--- src/rtl/if_stage_pkg.sv ---
// Shared types and defaults for the instruction-fetch stage.
// Fetch FSM states, cache geometry and the instruction bus zero word.
package if_stage_pkg;

  localparam int ICACHE_IDX_W = 6;
  localparam int INST_ADDR_W  = 17;

  localparam logic [31:0] ZERO_WORD = 32'h0;

  typedef enum logic [1:0] {
    IF_FETCH   = 2'd0,
    IF_MISS    = 2'd1,
    IF_DISCARD = 2'd2
  } if_state_e;

endpackage

--- src/rtl/if_stage_icache.sv ---
// Direct-mapped one-word-per-line instruction cache.
// Ports: clk, rst, rdy, raddr/hit/rdata (comb read), we/waddr/wdata (sync write).
module if_stage_icache
  import if_stage_pkg::*;
#(
  parameter int IDX_W  = ICACHE_IDX_W,
  parameter int ADDR_W = INST_ADDR_W
) (
  input  logic              clk,
  input  logic              rst,
  input  logic              rdy,
  input  logic [ADDR_W-3:0] raddr,
  output logic              hit,
  output logic [31:0]       rdata,
  input  logic              we,
  input  logic [ADDR_W-3:0] waddr,
  input  logic [31:0]       wdata
);

  localparam int TAG_W = ADDR_W - 2 - IDX_W;
  localparam int LINES = 1 << IDX_W;

  logic [LINES-1:0] valid_q;
  logic [TAG_W-1:0] tag_q  [LINES];
  logic [31:0]      data_q [LINES];

  logic [IDX_W-1:0] ridx;
  logic [IDX_W-1:0] widx;
  logic [TAG_W-1:0] rtag;
  logic [TAG_W-1:0] wtag;

  assign ridx = raddr[IDX_W-1:0];
  assign rtag = raddr[ADDR_W-3:IDX_W];
  assign widx = waddr[IDX_W-1:0];
  assign wtag = waddr[ADDR_W-3:IDX_W];

  always_ff @(posedge clk) begin
    if (rst) begin
      valid_q <= '0;
    end else if (rdy && we) begin
      valid_q[widx] <= 1'b1;
    end
  end

  always_ff @(posedge clk) begin
    if (rdy && we) begin
      tag_q[widx]  <= wtag;
      data_q[widx] <= wdata;
    end
  end

  assign hit   = valid_q[ridx] && (tag_q[ridx] == rtag);
  assign rdata = data_q[ridx];

endmodule

--- src/rtl/if_stage.sv ---
// Instruction fetch: PC, icache lookup, miss refill via req/ack, redirects.
// Ports: clk/rst/rdy, hold, redirect(_pc), if_pc/if_inst/stall_req, mem_*.
module if_stage
  import if_stage_pkg::*;
#(
  parameter int              IDX_W    = ICACHE_IDX_W,
  parameter int              ADDR_W   = INST_ADDR_W,
  parameter logic [ADDR_W-1:0] RESET_PC = '0
) (
  input  logic              clk,
  input  logic              rst,
  input  logic              rdy,
  input  logic              hold,
  input  logic              redirect,
  input  logic [ADDR_W-1:0] redirect_pc,
  output logic [ADDR_W-1:0] if_pc,
  output logic [31:0]       if_inst,
  output logic              stall_req,
  output logic              mem_req,
  output logic [ADDR_W-1:0] mem_addr,
  input  logic              mem_ack,
  input  logic [31:0]       mem_rdata
);

  if_state_e state_q, state_d;

  logic [ADDR_W-1:0] pc_q, pc_d;
  logic [ADDR_W-1:0] addr_q, addr_d;
  logic [ADDR_W-1:0] pc_inc;
  logic [ADDR_W-1:0] rpc;
  logic              hit;
  logic [31:0]       rdata;
  logic              we;
  logic              ack;
  logic              redir;
  logic [31:0]       inst;
  logic              stall;

  // With rdy low nothing may move, including the outputs.
  assign ack    = mem_ack & rdy;
  assign redir  = redirect & rdy;
  assign pc_inc = pc_q + ADDR_W'(4);
  assign rpc    = redirect_pc & ~ADDR_W'(3);

  if_stage_icache #(
    .IDX_W  (IDX_W),
    .ADDR_W (ADDR_W)
  ) u_icache (
    .clk   (clk),
    .rst   (rst),
    .rdy   (rdy),
    .raddr (pc_q[ADDR_W-1:2]),
    .hit   (hit),
    .rdata (rdata),
    .we    (we),
    .waddr (addr_q[ADDR_W-1:2]),
    .wdata (mem_rdata)
  );

  always_comb begin
    state_d = state_q;
    pc_d    = pc_q;
    addr_d  = addr_q;
    inst    = ZERO_WORD;
    stall   = 1'b1;
    we      = 1'b0;
    unique case (state_q)
      IF_FETCH: begin
        if (redir) begin
          pc_d = rpc;
        end else if (hit) begin
          inst  = rdata;
          stall = 1'b0;
          if (!hold) pc_d = pc_inc;
        end else begin
          state_d = IF_MISS;
          addr_d  = pc_q;
        end
      end
      IF_MISS: begin
        if (ack) begin
          // The refill is kept even when the word is squashed.
          we      = 1'b1;
          state_d = IF_FETCH;
          if (redir) begin
            pc_d = rpc;
          end else begin
            inst  = mem_rdata;
            stall = 1'b0;
            if (!hold) pc_d = pc_inc;
          end
        end else if (redir) begin
          // The request cannot be withdrawn; addr_q keeps the old line.
          pc_d    = rpc;
          state_d = IF_DISCARD;
        end
      end
      IF_DISCARD: begin
        if (ack) begin
          we      = 1'b1;
          state_d = IF_FETCH;
        end
        if (redir) pc_d = rpc;
      end
      default: state_d = IF_FETCH;
    endcase
  end

  always_ff @(posedge clk) begin
    if (rst) begin
      state_q <= IF_FETCH;
      pc_q    <= RESET_PC & ~ADDR_W'(3);
      addr_q  <= '0;
    end else if (rdy) begin
      state_q <= state_d;
      pc_q    <= pc_d;
      addr_q  <= addr_d;
    end
  end

  assign if_pc     = rst ? '0 : pc_q;
  assign if_inst   = rst ? ZERO_WORD : inst;
  assign stall_req = ~rst & stall;
  assign mem_req   = (state_q != IF_FETCH);
  assign mem_addr  = addr_q;

endmodule
--- config.mk ---
export PLATFORM = sky130hd
export DESIGN_NAME = if_stage
export DESIGN_NICKNAME = d
export VERILOG_FILES = /design/src/rtl/if_stage_pkg.sv /design/src/rtl/if_stage_icache.sv /design/src/rtl/if_stage.sv
export SDC_FILE = /design/constraint.sdc
export NUM_CORES = 2
export LEC_CHECK = 0
export CORE_UTILIZATION = 39
export CTS_CLUSTER_DIAMETER = 40
export DETAILED_ROUTE_END_ITERATION = 8
export GPL_ROUTABILITY_DRIVEN = 0
export SLEW_MARGIN = 40
export SYNTH_ARGS = -nofsm -noshare
export SYNTH_HDL_FRONTEND = slang
export SYNTH_HIERARCHICAL = 1
export SYNTH_SLANG_ARGS = --single-unit
--- constraint.sdc ---
create_clock -name clk -period 4.9 [get_ports clk]
set_clock_uncertainty 0.1 [all_clocks]
set_input_delay 0.49 -clock clk [delete_from_list [all_inputs] [get_ports clk]]
set_output_delay 0.49 -clock clk [all_outputs]
set_load 0.01 [all_outputs]
Yosys cells after proc, flatten, opt, wreduce, memory -nomap -nowiden
Memories as Yosys holds them, arrays and structs flattened. A register that Yosys moved wholly into a read port is not among the register bits.
Cells that the tools add are included.
Word-level totals
  memory bits (writable): 2624
  memories: 2
  logic and storage cells: 72
  bits in registers: 100
Operators by class
  $add $sub $neg: 1
  bitwise operators: 7
  reductions and logical operators: 10
  magnitude comparators: 3
  multiplexer cells: 37
  equality and inequality tests: 8
Memory list
  u_icache.data_q: depth 64, bits a word 32, read ports 1, clocked after memory_dff 1, write ports 1, line if_stage_icache.sv:25  | logic [31:0] data_q [LINES];
  u_icache.tag_q: depth 64, bits a word 9, read ports 1, clocked after memory_dff 1, write ports 1, line if_stage_icache.sv:24  | logic [TAG_W-1:0] tag_q [LINES];
Operators by type and width (count)
  $mux 32: 5
  $mux 17: 7
  $or 64x64->64: 1
  $pmux 32 s2: 1
  $pmux 17 s3: 1
  $mux 6: 4
  $add 17x3->17 const B: 1
  $lt 6x7->1 const B: 2
  $mux 1: 10
  $mux 2: 5
  $eq 9x9->1: 1
  $bmux 1 s6: 1
  $demux 1 s6: 1
  $ge 6x1->1 const B: 1
  $ne 2x2->1 const B: 3
  $ne 3x3->1 const B: 2
  $pmux 2 s3: 1
  $reduce_and 5->1: 1
  $reduce_and 4->1: 1
  $and 1x1->1: 3
  $logic_and 1x1->1: 3
  $not 1->1: 3
  $reduce_and 3->1: 1
  $reduce_bool 3->1: 1
  other kinds (6): 6

Longest topological paths before layout
  depth after elaboration: 8
  depth in mapped cells: 19
  gate-level depth less buffers: 13

Cells and area by module
Netlist, hierarchy kept.
Modules (own cells, without submodules)
  if_stage_icache: times used 1, seq. area each 80076.8 sq um, area an instance 102371.9 sq um, cells an instance 4216
  if_stage: times used 1, seq. area each 720.7 sq um, area an instance 2585.0 sq um, cells an instance 366

Worst setup path after synthesis
Ideal clock, no wire load.
  path type: flip-flop to output port
  start: reg pc_q[3]
  end: out if_inst[10]
  cell stages (with the launch flop): 18
  buffers on the path: 6
  arrival: 3705 ps
  setup slack: 605 ps
  cell sequence: dfxtp_1 > buf_4 > buf_6 > buf_2 > buf_2 > buf_2 > mux4_2 > a22oi_1 > nand3_1 > nand3_1 > xor2_1 > nand4_1 > nor4_1 > nand2_1 > nor2_1 > clkbuf_1 > a22oi_1 > nor2_1
On the way
  cells in the longest elaborated chain, start to end: 7
RTL lines
  start, declared: line if_stage.sv:27  | logic [ADDR_W-1:0] pc_q, pc_d;
  start signal, assigned: line if_stage.sv:112  | pc_q <= RESET_PC & ~ADDR_W'(3);
  start signal, assigned: line if_stage.sv:116  | pc_q <= pc_d;
  $bmux 1 s6: line if_stage_icache.sv:52  | assign hit = valid_q[ridx] && (tag_q[ridx] == rtag);
  $mux 1 (not written as such): line if_stage_icache.sv:52
  $logic_and 1x1->1: line if_stage_icache.sv:52
  net hit: line if_stage.sv:31  | logic hit;
  $mux 32: line if_stage.sv:71  | end else if (hit) begin
  $mux 32: line if_stage.sv:69  | if (redir) begin
  $pmux 32 s2: line if_stage.sv:67  | unique case (state_q)
  $mux 32: line if_stage.sv:122  | assign if_inst = rst ? ZERO_WORD : inst;
  end, declared: line if_stage.sv:17  | output logic [31:0] if_inst,
The timed path passes the listed nets, and every way through them passes these cells. The select of a mux whose other input is x is not followed.

Final worst setup path
  start: reg pc_q[2]
  end: out if_inst[15]
The elaborated chain is that of the path after synthesis.

==> impl_metrics.ini <==
[outcome]
status = finished with violations
violations = setup timing

[cells_and_area]
nets = 5270
area_growth_pct = 20.4
drive_gt1_frac = 0.366
utilization = 0.472
multi_input_area_um2 = 23600
fillCellCount = 21785
regArea_um2 = 80800

[power_and_ir_drop]
clock_power_share = 0.484
combPwrFrac = 0.048
leakagePower_nw = 39.1
power.density_nw_per_um2 = 431
totalPowerFinal_mw = 54.5
max-vdd-ir-drop_mv = 0.485
p_seq_frac = 0.468
internal_power_mw = 42.6
swShare = 0.217
p_switching_mw = 11.9

[global_route]
grt_pass1_wl_um = 423000
grt_usage = 0.225
antenna_found_initial = 17
grt_max_degree = 124
grt_pass1_vias = 53106
gr-total-overflow = 0

[worst_setup_path]
reg2reg_slack_ns = 0.48
endpoint_kind = output pin
critPathMaxFanout = 5
max_stage_delay_ns = 0.48
worstPathCellList = bufbuf_16 > buf_4 > or3b_2 > o221ai_1 > a21oi_1 > a22oi_2 > nand2_1 > xnor2_2 > nand4_1 > buf_4 > nor4_4 > nand2_2 > nor2_4 > buf_12 > buf_12 > buf_8 > a22oi_1 > nor2_1 > buf_6
critical-path-slowest-cell = or3b_2
reg2reg_depth = 16
reg2reg_to = pc_q[3]
cp.arrival_ns = 5.02
critPathRequiredTime_ns = 4.31
start_kind = flop
rr_startpoint = pc_q[2]
worstSetupPathType = flop to output pin

[worst_hold_path]
hold_path.startpoint = mem_rdata[0]
whs_endpoint = u_icache/data_q[32][0]
holdCritPathClass = input port to flop
hold_depth = 2

[yosys]
yosys_warnings = 6
ys_seq_area_frac = 0.770
synth_edf_count = 2624
synth.avg_cell_area_um2 = 22.9
syn-num-nets = 4642
syn_area_um2 = 105000
synthFlopType = edfxtp_1
synth_cell_types = 73
synth_cells = 4582
ys_seq_elements = 2724
synth-async-reset-ratio = 0

[floorplan]
start_util = 0.392
coreArea_um2 = 268000
die_w_um = 521
rows = 190
die_y_um = 521
dieArea_um2 = 271000
io-pin-count = 123

[timing]
fin_setup_tns_ns = -20.18
max_freq_mhz = 178
fin_crit_ns = 5.61
drv_slew = 0
hold_slack_ns = 0.0747
tightest_slew_ns = 0.957
finalHoldViolCount = 0
worst_slack_ns = -0.707
setup_viol = 33
relSlewSlack = 0.362
finalCritPeriodShare = 1.14
rsz0062_at_grt = true

[clocking]
cts_max_level = 5
cts_buffers = 365
clk_latency_ns = 0.98
clk_path_buf_depth = 4
cts_tree = built
clock-sinks = 2724
clock-root-buffer = clkbuf_16
path_clk_slew_ns = 0.06

[detailed_routing]
routed_wl_um = 306000
wire_per_inst_um = 33.9
drt-initial-drc-count = 7545
vias_per_cell = 5.95
vias = 53795
drtAntennaViolNets = 0
drc = 0
first_pass_iters = 6

[run]
drv_cap = 0

[place]
hpwl_um = 166000
io_buffers = 120
-- layout by cell type, fill, tap and decap left out, types with 24 or more instances in the layout --
cell	n
clkinv_2	42
a21oi_1	37
buf_4	262
clkinv_1	24
inv_6	56
bufinv_16	36
clkbuf_16	375
clkdlybuf4s50_1	54
mux4_2	817
nor2_4	65
buf_2	58
dfxtp_1	85
clkinvlp_4	36
a22oi_1	33
nand2_1	102
buf_12	88
mux2i_1	44
nor2b_1	25
edfxtp_1	2624
clkinv_4	42
nor2_1	172
clkbuf_1	27
-- worst max path at each step --
stage          slack, ns    start     endpoint  depth (start not counted)
6_report           -0.71  pc_q[2]  if_inst[15]                         19
2_1_floorplan       0.60  pc_q[3]  if_inst[10]                         17
4_1_cts            -0.71  pc_q[2]  if_inst[21]                         18
3_5_place_dp       -0.65  pc_q[3]   if_inst[0]                         19
5_1_grt            -0.86  pc_q[2]  if_inst[21]                         17
3_3_place_gp       -0.61  pc_q[3]   if_inst[0]                         19
-- metal layers --
| layer | track usage | share of wire | vias to the layer above |
|---|---|---|---|
| met5 | 0 | 0.00022 | - |
| met4 | 0.0622 | 0.027 | 4 |
| met3 | 0.0448 | 0.091 | 516 |
| met2 | 0.355 | 0.47 | 2867 |
| met1 | 0.319 | 0.41 | 29484 |
| li1 | - | - | 20924 |
-- timing repair --
action	in CTS	in global routing
cloned	2	2
setup buffers	10	3
endpoints found under the setup margin	33	33
pin swaps	40	28
endpoints found under the hold margin	244	0
hold buffers	14	0
gates resized for setup	181	20
-- flip-flops by register name, summed over array words and instances (netlist names) --
| name | cells |
|---|---|
| u_icache/tag_q | 576 |
| mem_addr | 17 |
| u_icache/data_q | 2048 |
| state_q | 2 |
| u_icache/valid_q | 64 |
| pc_q | 17 |
-- cell usage after synthesis (13+ instances only) --
library cell	n	area, um2
a21oi_1	38	190
a22oi_1	46	345
a31oi_1	16	100
and2_1	15	93.8
buf_1	40	150
buf_2	104	521
buf_4	21	158
clkbuf_1	80	300
dfxtp_1	100	2000
edfxtp_1	2624	78800
mux2i_1	44	440
mux4_2	817	18400
nand2_1	105	394
nand3_1	19	95.1
nor2_1	238	893
nor2b_1	25	156
nor3_1	13	65.1
o21ai_0	21	105
o21ba_2	14	140
o22ai_1	13	81.3
-- power by group through the flow --
stage | Clock, mW | Sequential, mW | Combinational, mW
after detailed placement | 0 | 26.0 | 2.58
final | 26.4 | 25.5 | 2.63
after global routing | 27.6 | 25.5 | 2.78
after global placement | 0 | 26.0 | 2.56
after floorplan | 0 | 26.0 | 1.52
after CTS | 26.7 | 25.5 | 2.64
-- final cells by class --
| class | count | area share |
|---|---|---|
| antenna | 2 | 0.0000396 |
| inverter | 13 | 0.000446 |
| multi-input combinational | 1593 | 0.187 |
| sequential | 2724 | 0.640 |
| tap | 3552 | 0.0352 |
| clock buffer | 400 | 0.0747 |
| clock inverter | 249 | 0.0214 |
| timing repair buffer | 513 | 0.0419 |
-- logic make-up after synthesis --
logic type      Yosys count  share of synthesized area
mux                     869                      0.180
simple gates            478                     0.0207
fa+ha+maj                 5                   0.000596
xor+xnor                 11                   0.000918
flops                  2724                      0.770
compound gates          230                     0.0157
buf+inv                 265                     0.0119
-- critical path: cells and delay by family (launching register included) --
| family | cells | cell delay, ns |
|---|---|---|
| compound gates | 4 | 0.63 |
| simple gates | 7 | 1.53 |
| xor+xnor | 1 | 0.20 |
| flops | 1 | 0.40 |
| buf+inv | 7 | 1.25 |
-- per-stage QoR --
stage	instances	worst slack, ns	area (um2)
final	9046	-0.707	126000
after global routing	9045	-0.863	126000
after CTS	9037	-0.713	126000
after detailed placement	8375	-0.654	114000
after global placement	8368	-0.607	114000
after floorplan	4582	0.605	105000
No activity file was read; power rests on OpenSTA's default activity.
